**config.mk**
```make
export PLATFORM = sky130hd
export DESIGN_NAME = routing_cfg_loader
export DESIGN_NICKNAME = d
export VERILOG_FILES = /design/src/rtl/routing_cfg_pkg.sv /design/src/rtl/routing_cfg_shadow.sv /design/src/rtl/routing_cfg_loader.sv
export SDC_FILE = /design/constraint.sdc
export NUM_CORES = 1
export LEC_CHECK = 0
export ABC_AREA = 1
export CORE_ASPECT_RATIO = 0.9
export CORE_MARGIN = 2
export CORE_UTILIZATION = 30
export DETAILED_ROUTE_END_ITERATION = 12
export GPL_TIMING_DRIVEN = 0
export PLACE_DENSITY = 0.47
export SLEW_MARGIN = 10
export SYNTH_ARGS = -nofsm -noshare
export SYNTH_HDL_FRONTEND = slang
export SYNTH_HIERARCHICAL = 1
export SYNTH_SLANG_ARGS = --single-unit
```
**constraint.sdc**
```tcl
create_clock -name clk -period 6.05 [get_ports clk]
set_clock_uncertainty 0.05 [all_clocks]
set_input_delay 0.9075 -clock clk [delete_from_list [all_inputs] [get_ports clk]]
set_output_delay 0.9075 -clock clk [all_outputs]
set_load 0.005 [all_outputs]
```
**src/rtl/routing_cfg_pkg.sv**
```systemverilog
`default_nettype none
// ============================================================================
// Module      : routing_cfg_pkg
// Description : Shared types and helpers for the routing configuration loader.
//               Optional macro ROUTING_CFG_READBACK_EN adds the READBACK state.
// Revision    : 1.0 - initial release
// ============================================================================
package routing_cfg_pkg;

    // Select bits consumed by the routing block for each wire
    localparam int SEL_PER_WIRE = 12;

    typedef enum logic [1:0] {
        ST_IDLE     = 2'd0,
        ST_LOAD     = 2'd1,
`ifdef ROUTING_CFG_READBACK_EN
        ST_GUARD    = 2'd2,
        ST_READBACK = 2'd3
`else
        ST_GUARD    = 2'd2
`endif
    } state_e;

    // Number of chunks needed to cover a select word (ceiling division)
    function automatic int calc_n_chunks(input int sel_w, input int chunk_w);
        return (sel_w + chunk_w - 1) / chunk_w;
    endfunction

    // Counter width able to index n items, never narrower than one bit
    function automatic int calc_idx_w(input int n);
        return (n > 1) ? $clog2(n) : 1;
    endfunction

endpackage
`default_nettype wire

```
**src/rtl/routing_cfg_shadow.sv**
```systemverilog
`default_nettype none
// ============================================================================
// Module      : routing_cfg_shadow
// Description : Chunk-indexed shadow register. Chunk idx_i lands at bits
//               [idx_i*CHUNK_W +: CHUNK_W]; bits beyond SEL_W are dropped.
//               word_nxt_o shows the word with the pending write merged in.
// Revision    : 1.0 - initial release
// ============================================================================
module routing_cfg_shadow #(
    parameter int SEL_W   = 36,
    parameter int CHUNK_W = 4,
    parameter int IDX_W   = 4
) (
    input  logic               clk,
    input  logic               rst,
    input  logic               clr_i,
    input  logic               we_i,
    input  logic [IDX_W-1:0]   idx_i,
    input  logic [CHUNK_W-1:0] data_i,
    output logic [SEL_W-1:0]   word_o,
    output logic [SEL_W-1:0]   word_nxt_o
);

    logic [SEL_W-1:0] shadow_q;
    logic [SEL_W-1:0] w_word_d;

    // Merge the incoming chunk bit by bit so a partial last chunk is clipped
    always_comb begin
        w_word_d = shadow_q;
        if (we_i) begin
            for (int i = 0; i < SEL_W; i++) begin
                if ((i / CHUNK_W) == int'(idx_i)) begin
                    w_word_d[i] = data_i[i % CHUNK_W];
                end
            end
        end
    end

    // Shadow storage; clear discards a partially assembled word
    always_ff @(posedge clk) begin
        if (rst || clr_i) begin
            shadow_q <= '0;
        end else if (we_i) begin
            shadow_q <= w_word_d;
        end
    end

    assign word_o     = shadow_q;
    assign word_nxt_o = w_word_d;

endmodule
`default_nettype wire

```
**src/rtl/routing_cfg_loader.sv**
```systemverilog
`default_nettype none
// ============================================================================
// Module      : routing_cfg_loader
// Description : Streams the routing select word in CHUNK_W pieces, checks
//               framing, then applies it break-before-make (select held at 0
//               for GUARD_CYCLES cycles before the new word goes live).
//               Define ROUTING_CFG_READBACK_EN to add chunked readback of the
//               active select word.
// Revision    : 1.0 - initial release
// ============================================================================
module routing_cfg_loader
    import routing_cfg_pkg::*;
#(
    parameter  int WIRE_WIDTH   = 3,
    parameter  int CHUNK_W      = 4,
    parameter  int GUARD_CYCLES = 2,
    localparam int SEL_W        = WIRE_WIDTH * SEL_PER_WIRE
) (
    input  logic               clk,
    input  logic               rst,
    input  logic               cfg_valid_i,
    output logic               cfg_ready_o,
    input  logic [CHUNK_W-1:0] cfg_data_i,
    input  logic               cfg_last_i,
`ifdef ROUTING_CFG_READBACK_EN
    input  logic               rb_req_i,
    output logic               rb_valid_o,
    output logic [CHUNK_W-1:0] rb_data_o,
    output logic               rb_last_o,
`endif
    output logic [SEL_W-1:0]   select_o,
    output logic               busy_o,
    output logic               cfg_done_o,
    output logic               cfg_err_o
);

    localparam int N_CHUNKS = calc_n_chunks(SEL_W, CHUNK_W);
    localparam int IDX_W    = calc_idx_w(N_CHUNKS);
    localparam int GW       = calc_idx_w(GUARD_CYCLES);

    state_e             state_q;
    logic [IDX_W-1:0]   cnt_q;
    logic [GW-1:0]      guard_q;
    logic [SEL_W-1:0]   select_q;
    logic               ready_q;
    logic               busy_q;
    logic               done_q;
    logic               err_q;

    logic               w_rb_take;
    logic               w_xfer;
    logic               w_is_final;
    logic               w_frame_err;
    logic [SEL_W-1:0]   w_shadow;
    logic [SEL_W-1:0]   w_shadow_nxt;

`ifdef ROUTING_CFG_READBACK_EN
    localparam int PAD_W = N_CHUNKS * CHUNK_W;

    logic               rb_valid_q;
    logic [CHUNK_W-1:0] rb_data_q;
    logic               rb_last_q;
    logic [PAD_W-1:0]   w_sel_pad;

    // A readback request in IDLE wins over a chunk offered the same cycle
    assign w_rb_take = rb_req_i && (state_q == ST_IDLE);
    assign w_sel_pad = PAD_W'(select_q);
`else
    assign w_rb_take = 1'b0;
`endif

    assign w_xfer      = cfg_valid_i && ready_q && !w_rb_take;
    assign w_is_final  = (cnt_q == IDX_W'(N_CHUNKS - 1));
    assign w_frame_err = w_xfer && (cfg_last_i != w_is_final);

    routing_cfg_shadow #(
        .SEL_W   (SEL_W),
        .CHUNK_W (CHUNK_W),
        .IDX_W   (IDX_W)
    ) u_shadow (
        .clk        (clk),
        .rst        (rst),
        .clr_i      (w_frame_err),
        .we_i       (w_xfer && !w_frame_err),
        .idx_i      (cnt_q),
        .data_i     (cfg_data_i),
        .word_o     (w_shadow),
        .word_nxt_o (w_shadow_nxt)
    );

    // Loader FSM: chunk counting, framing, guard timing and output register
    always_ff @(posedge clk) begin
        if (rst) begin
            state_q  <= ST_IDLE;
            cnt_q    <= '0;
            guard_q  <= '0;
            select_q <= '0;
            ready_q  <= 1'b1;
            busy_q   <= 1'b0;
            done_q   <= 1'b0;
            err_q    <= 1'b0;
`ifdef ROUTING_CFG_READBACK_EN
            rb_valid_q <= 1'b0;
            rb_data_q  <= '0;
            rb_last_q  <= 1'b0;
`endif
        end else begin
            done_q <= 1'b0;
            err_q  <= 1'b0;
            case (state_q)
                ST_IDLE, ST_LOAD: begin
`ifdef ROUTING_CFG_READBACK_EN
                    if (w_rb_take) begin
                        state_q    <= ST_READBACK;
                        ready_q    <= 1'b0;
                        busy_q     <= 1'b1;
                        rb_valid_q <= 1'b1;
                        rb_data_q  <= w_sel_pad[0 +: CHUNK_W];
                        rb_last_q  <= (N_CHUNKS == 1);
                        cnt_q      <= IDX_W'(1);
                    end else
`endif
                    if (w_xfer) begin
                        if (w_frame_err) begin
                            err_q   <= 1'b1;
                            cnt_q   <= '0;
                            state_q <= ST_IDLE;
                            ready_q <= 1'b1;
                            busy_q  <= 1'b0;
                        end else if (w_is_final) begin
                            cnt_q <= '0;
                            if (GUARD_CYCLES > 0) begin
                                // Break: open every switch before the new word
                                select_q <= '0;
                                guard_q  <= GW'(GUARD_CYCLES - 1);
                                state_q  <= ST_GUARD;
                                ready_q  <= 1'b0;
                                busy_q   <= 1'b1;
                            end else begin
                                select_q <= w_shadow_nxt;
                                done_q   <= 1'b1;
                                state_q  <= ST_IDLE;
                                ready_q  <= 1'b1;
                                busy_q   <= 1'b0;
                            end
                        end else begin
                            cnt_q   <= cnt_q + IDX_W'(1);
                            state_q <= ST_LOAD;
                            ready_q <= 1'b1;
                            busy_q  <= 1'b1;
                        end
                    end
                end
                ST_GUARD: begin
                    if (guard_q == '0) begin
                        // Make: the assembled word goes live
                        select_q <= w_shadow;
                        done_q   <= 1'b1;
                        state_q  <= ST_IDLE;
                        ready_q  <= 1'b1;
                        busy_q   <= 1'b0;
                    end else begin
                        guard_q <= guard_q - GW'(1);
                    end
                end
`ifdef ROUTING_CFG_READBACK_EN
                ST_READBACK: begin
                    if (rb_last_q) begin
                        rb_valid_q <= 1'b0;
                        rb_data_q  <= '0;
                        rb_last_q  <= 1'b0;
                        cnt_q      <= '0;
                        state_q    <= ST_IDLE;
                        ready_q    <= 1'b1;
                        busy_q     <= 1'b0;
                    end else begin
                        rb_data_q <= w_sel_pad[cnt_q * CHUNK_W +: CHUNK_W];
                        rb_last_q <= (cnt_q == IDX_W'(N_CHUNKS - 1));
                        cnt_q     <= cnt_q + IDX_W'(1);
                    end
                end
`endif
                default: begin
                    state_q <= ST_IDLE;
                    cnt_q   <= '0;
                    ready_q <= 1'b1;
                    busy_q  <= 1'b0;
                end
            endcase
        end
    end

    assign cfg_ready_o = ready_q;
    assign busy_o      = busy_q;
    assign select_o    = select_q;
    assign cfg_done_o  = done_q;
    assign cfg_err_o   = err_q;
`ifdef ROUTING_CFG_READBACK_EN
    assign rb_valid_o  = rb_valid_q;
    assign rb_data_o   = rb_data_q;
    assign rb_last_o   = rb_last_q;
`endif

endmodule
`default_nettype wire

```
==> results.py, run 1 <==
metrics = {
    "worst_setup_path": {
        "cp.required_ns": 6.28,
        "cp_slowest_cell": "clkdlybuf4s50_1",
        "crit_arrival_ns": 2.86,
        "cp-end-kind": "flop",
        "critPathLaunchType": "input port",
        "path_delay_family": "buffers and inverters",
        "crit_chain": "clkdlybuf4s50_1, nand4_1, nand3_1, inv_1, or2_2, clkbuf_2, clkbuf_1, nor2_1",
        "crit_buf_inv": 4,
        "r2r_slack_ns": 3.66,
        "crit_type": "in -> reg",
        "crit_fanout": 10,
        "worst_path_largest_cell_delay_ns": 0.58,
    },
    "clock_tree": {
        "clk_latency_ns": 0.34,
        "post_cts_buffers": 0,
        "htree_num_levels": 3,
        "cts_root_buf": "clkbuf_16",
        "clk_path_buf_depth": 2,
        "cts_tree": "built",
        "clkSinkCount": 83,
        "cts_buffers": 9,
        "post_cts_resized": 0,
        "cts.hold.buffers_added": 0,
        "cts.clk_slew.worst_paths_ns": 0.06,
    },
    "pwr": {
        "p_total_mw": 1.218,
        "ir_drop_v": 0.0001321,
        "power.density_nw_per_um2": 262.8,
        "p_leak_nw": 1.794,
    },
    "finish": {
        "nets": 558,
        "syn_to_final_growth_pct": 27.42,
        "antennaDiodeCount": 0,
        "drive_gt1_frac": 0.1338,
        "fillers": 1261,
        "multi_input_area_sq_um": 1600,
        "fin_area_sq_um": 4634,
        "register_area_sq_um": 1662,
    },
    "placed_design": {
        "placed_area_sq_um": 4308,
        "pre_cts_ws_ns": 3.056,
        "place_hpwl_um": 6380,
        "io_buffers": 47,
        "place.gp.congestion": 0.7164,
    },
    "synthesis": {
        "syn_area_sq_um": 3637,
        "avgSynthCellArea_sq_um": 7.423,
        "synth_nets": 500,
        "synthCells": 490,
        "yosysWarnings": 6,
    },
    "drt": {
        "postRouteAntennaNets": 0,
        "drc": 0,
        "vias": 3143,
        "drt_iter0_markers": 140,
        "routed_via_density": 4.408,
        "wire_per_inst_um": 12.77,
        "finalWirelength_um": 9105,
        "dr.pass1.iters": 4,
    },
    "timing": {
        "rsz0062_at_grt": "no",
        "drv_slew": 0,
        "fin_crit_ns": 2.630,
        "max_freq_mhz": 380.2,
        "hold_violations": 0,
        "fin_crit_sh": 0.4348,
        "slew_headroom": 0.6397,
        "final.setup.worst_slack_ns": 3.420,
        "whs_ns": 0.4111,
        "worst_pin_slew_ns": 0.5396,
        "setup_viol": 0,
        "setup_tns_ns": 0,
    },
    "grt": {
        "grt_overflow": 0,
        "grt_pass1_wl_um": 15320,
        "antenna_found_initial": 0,
        "grt_pass1_vias": 3051,
        "grt_max_degree": 15,
        "track_usage": 0.1519,
    },
    "worst_hold_path": {
        "worst_hold_path_type": "reg -> reg",
    },
    "die": {
        "core_sq_um": 11930,
        "die_w_um": 120.1,
        "initial_core_util": 0.3048,
        "dieArea_sq_um": 13020,
        "die_y_um": 108.5,
        "pin_count": 48,
        "placementRows": 38,
    },
    "run_status": {
        "outcome": "complete, no violations",
    },
    "flow_run": {
        "maxCapViolations": 0,
    },
}
## flip-flops by register name, indices dropped and copies added (netlist names)
| name | cells |
|---|---|
| busy_o | 1 |
| cfg_done_o | 1 |
| cfg_err_o | 1 |
| cfg_ready_o | 1 |
| cnt_q | 4 |
| guard_q | 1 |
| select_o | 36 |
| state_q | 2 |
| u_shadow/word_o | 36 |
## placed cells by master, fill, tap and decap left out, types with 2 or more instances in the layout
cell             instances
nand4_1                  9
a21oi_1                 28
clkdlybuf4s50_1         47
nand3_2                  8
buf_2                    5
nor2_4                   6
clkinv_1                 4
dfxtp_1                 83
nand2_1                157
nor2_1                  45
ha_1                     2
clkbuf_1                 5
buf_6                    3
inv_2                    7
clkinv_2                 3
o21ai_0                  5
clkbuf_8                 2
buf_4                    4
clkbuf_16                9
o21ai_2                 11
bufinv_16                2
a21oi_2                  2
nand2_2                  2
nand3_1                 43
inv_1                   47
## layer usage
metal | vias to the layer above | GRT usage | routed length (um)
met5 | - | 0 | 0
li1 | 1646 | - | -
met1 | 1424 | 0.2040 | 4583
met3 | 12 | 0.04114 | 378
met4 | 0 | 0.05882 | 136
met2 | 61 | 0.2321 | 4006
## final cells by class
cell class	instances	share of cell area
inverter	60	0.04941
timing repair buffer	47	0.1015
multi-input combinational	327	0.3453
tap	160	0.04320
clock inverter	6	0.01890
buffer	20	0.03159
sequential	83	0.3585
clock buffer	10	0.05157
## tightest hold or removal path, cell delays in order (launching register included)
cell and delay (ns):
dfxtp_1 0.32, nand2_1 0.05, o21ai_0 0.06
## stage by stage
stage	util	std cells
2_1_floorplan	-	490
3_3_place_gp	0.3610	697
3_5_place_dp	0.3610	697
4_1_cts	0.3883	713
5_1_grt	0.3883	713
6_report	0.3883	713
## where the power goes
group / internal [mW] / leakage [nW] / switching (mW)
Combinational: 0.0182 / 0.961 / 0.0406
Sequential: 0.552 / 0.670 / 0.00569
Clock: 0.373 / 0.163 / 0.228
## path summary, 6_finish.rpt
check                                                      start                               end  cells after the start
worst min-delay path            u_shadow/word_o[14]$_SDFFE_PP0P_         select_o[14]$_SDFFE_PP0P_                      2
worst max register to register             cnt_q[1]$_SDFFE_PP0P_  u_shadow/word_o[17]$_SDFFE_PP0P_                     10
worst max-delay path                                  cfg_last_i  u_shadow/word_o[17]$_SDFFE_PP0P_                      8
worst min register to register  u_shadow/word_o[14]$_SDFFE_PP0P_         select_o[14]$_SDFFE_PP0P_                      2
Power figures use the tool's default switching activity.
==> inputs of run 2 (changes only) <==
Settings changed: PLACE_DENSITY 0.47 to 0.48.
Clock period 6.05 ns to 2.4 ns, I/O delays scaled along.
==> results.py, run 2 (synthesized netlist as in run 1, its figures left out) <==
metrics = {
    "worst_setup_path": {
        "r2r-start": "cnt_q[0]$_SDFFE_PP0P_",
        "crit_fanout": 8,
        "crit_type": "reg -> reg",
        "worst_path_largest_cell_delay_ns": 0.43,
        "critPathLaunchType": "flop",
        "r2r_slack_ns": 0.21,
        "cpMostUsedCell": "nand2_1",
        "cp.required_ns": 2.62,
        "reg2regPathDepth": 12,
        "crit_chain": "inv_1, ha_1, nand3_1, nand2_1, a21oi_1, buf_2, inv_1, nor2_4, nand3_1, nand2_1, nand2_1, nor2_1",
        "cp_slowest_cell": "dfxtp_2",
        "cp-end-kind": "flop",
        "crit_start": "cnt_q[0]$_SDFFE_PP0P_",
        "r2r_end": "u_shadow/word_o[11]$_SDFFE_PP0P_",
        "crit_arrival_ns": 2.41,
    },
    "drt": {
        "dr.pass1.iters": 4,
        "routed_via_density": 4.351,
        "drc": 0,
        "drt_iter0_markers": 115,
        "postRouteAntennaNets": 0,
        "finalWirelength_um": 8767,
        "wl_met1_um": 4449,
        "vias": 3102,
        "top_layer": "met4",
        "wire_per_inst_um": 12.30,
        "wl_met2_um": 3880,
        "dr_wl_met3_um": 307,
    },
    "clock_tree": {
        "clk_latency_ns": 0.34,
        "cts_tree": "built",
        "htree_num_levels": 3,
        "clkSinkCount": 83,
        "clk_path_buf_depth": 2,
        "cts_root_buf": "clkbuf_16",
        "cts_buffers": 9,
        "cts.clk_slew.worst_paths_ns": 0.06,
    },
    "grt": {
        "grt_overflow": 0,
        "grt_pass1_vias": 3025,
        "antenna_found_initial": 0,
        "grt_pass1_wl_um": 15190,
        "track_usage": 0.1480,
        "grt_max_degree": 14,
    },
    "timing": {
        "fin_crit_sh": 0.9106,
        "slew_headroom": 0.6230,
        "max_freq_mhz": 457.6,
        "worst_pin_slew_ns": 0.5655,
        "drv_slew": 0,
        "setup_viol": 0,
        "hold_violations": 0,
        "fin_crit_ns": 2.185,
        "final.setup.worst_slack_ns": 0.2145,
        "rsz0062_at_grt": "no",
        "whs_ns": 0.4152,
    },
    "finish": {
        "finish.utilization": 0.3893,
        "antennaDiodeCount": 0,
        "drive_gt1_frac": 0.1447,
        "nets": 558,
        "syn_to_final_growth_pct": 27.73,
        "final_common_cell": "nand2_1",
        "final_cell_mix": "nand2_1 (157), dfxtp_1 (80), inv_1 (47), clkdlybuf4s50_1 (47), nor2_1 (44)",
    },
    "die": {
        "die_w_um": 120.1,
        "core_sq_um": 11930,
        "pin_count": 48,
        "die_y_um": 108.5,
        "dieArea_sq_um": 13020,
        "initial_core_util": 0.3048,
        "placementRows": 38,
    },
    "worst_hold_path": {
        "hold_start": "u_shadow/word_o[17]$_SDFFE_PP0P_",
        "worst_hold_path_type": "reg -> reg",
        "whs_path_depth": 2,
        "whs_endpoint": "select_o[17]$_SDFFE_PP0P_",
    },
    "flow_run": {
        "maxCapViolations": 0,
    },
    "pwr": {
        "p_leak_nw": 1.799,
        "power.density_nw_per_um2": 656.3,
        "ir_drop_v": 0.0003305,
    },
    "placed_design": {
        "place.gp.congestion": 0.7807,
        "io_buffers": 47,
        "place_hpwl_um": 6282,
        "pre_cts_ws_ns": -0.06400,
    },
    "run_status": {
        "outcome": "complete, no violations",
    },
}
[run 2: area by class of cell]
cell class / instances / area [sq um]
flip-flops and latches: 83 / 1668
fillers: 1232 / 7288
plain buffers: 20 / 150.1
repair buffers: 47 / 470.5
clock buffers: 12 / 246.5
well taps: 160 / 200.2
clock inverters: 4 / 73.82
multi-input cells: 327 / 1608
inverters: 60 / 229.0
[run 2: layer usage]
layer	vias to the layer above	track usage
met5	-	0
met4	0	0.04538
met3	12	0.03850
met2	52	0.2309
met1	1390	0.2007
li1	1648	-
[run 2: critical path, delay by kind of cell, from the launching register on]
kind	cells	cell delay (ns)
buffers and inverters	3	0.37
adders and majority gates	1	0.24
AOI/OAI and AO/OA	1	0.15
and+or+nand+nor	7	0.87
DFF	1	0.43
[run 2: repair_timing]
| action | in CTS | in global routing |
|---|---|---|
| setup buffers | 0 | 0 |
| hold buffers | 0 | 0 |
| endpoints found under the setup margin | 0 | 36 |
| resized for setup | 0 | 12 |
[run 2: worst max-delay path by stage]
| stage | endpoint | slack [ns] | cells past startpoint |
|---|---|---|---|
| floorplan | u_shadow/word_o[0]$_SDFFE_PP0P_ | 0.44 | 10 |
| global placement | u_shadow/word_o[17]$_SDFFE_PP0P_ | 0.008 | 8 |
| detailed placement | u_shadow/word_o[11]$_SDFFE_PP0P_ | -0.06 | 8 |
| CTS | u_shadow/word_o[14]$_SDFFE_PP0P_ | 0.004 | 10 |
| global route | u_shadow/word_o[9]$_SDFFE_PP0P_ | 0.01 | 12 |
| finish | u_shadow/word_o[11]$_SDFFE_PP0P_ | 0.21 | 12 |
[run 2: stage by stage]
step	power (mW)	setup TNS [ns]	cells	instance area, sq um
after CTS	3.084	0	713	4628
after global placement	1.582	0	697	4308
final	3.049	0	713	4646
after floorplan	1.530	0	490	3637
after detailed placement	1.585	-1.068	697	4308
after global routing	3.171	0	713	4646
[run 2: where the power goes]
part           internal, mW  switching [mW]
Sequential             1.39          0.0147
Clock                 0.941           0.553
Combinational        0.0472           0.101
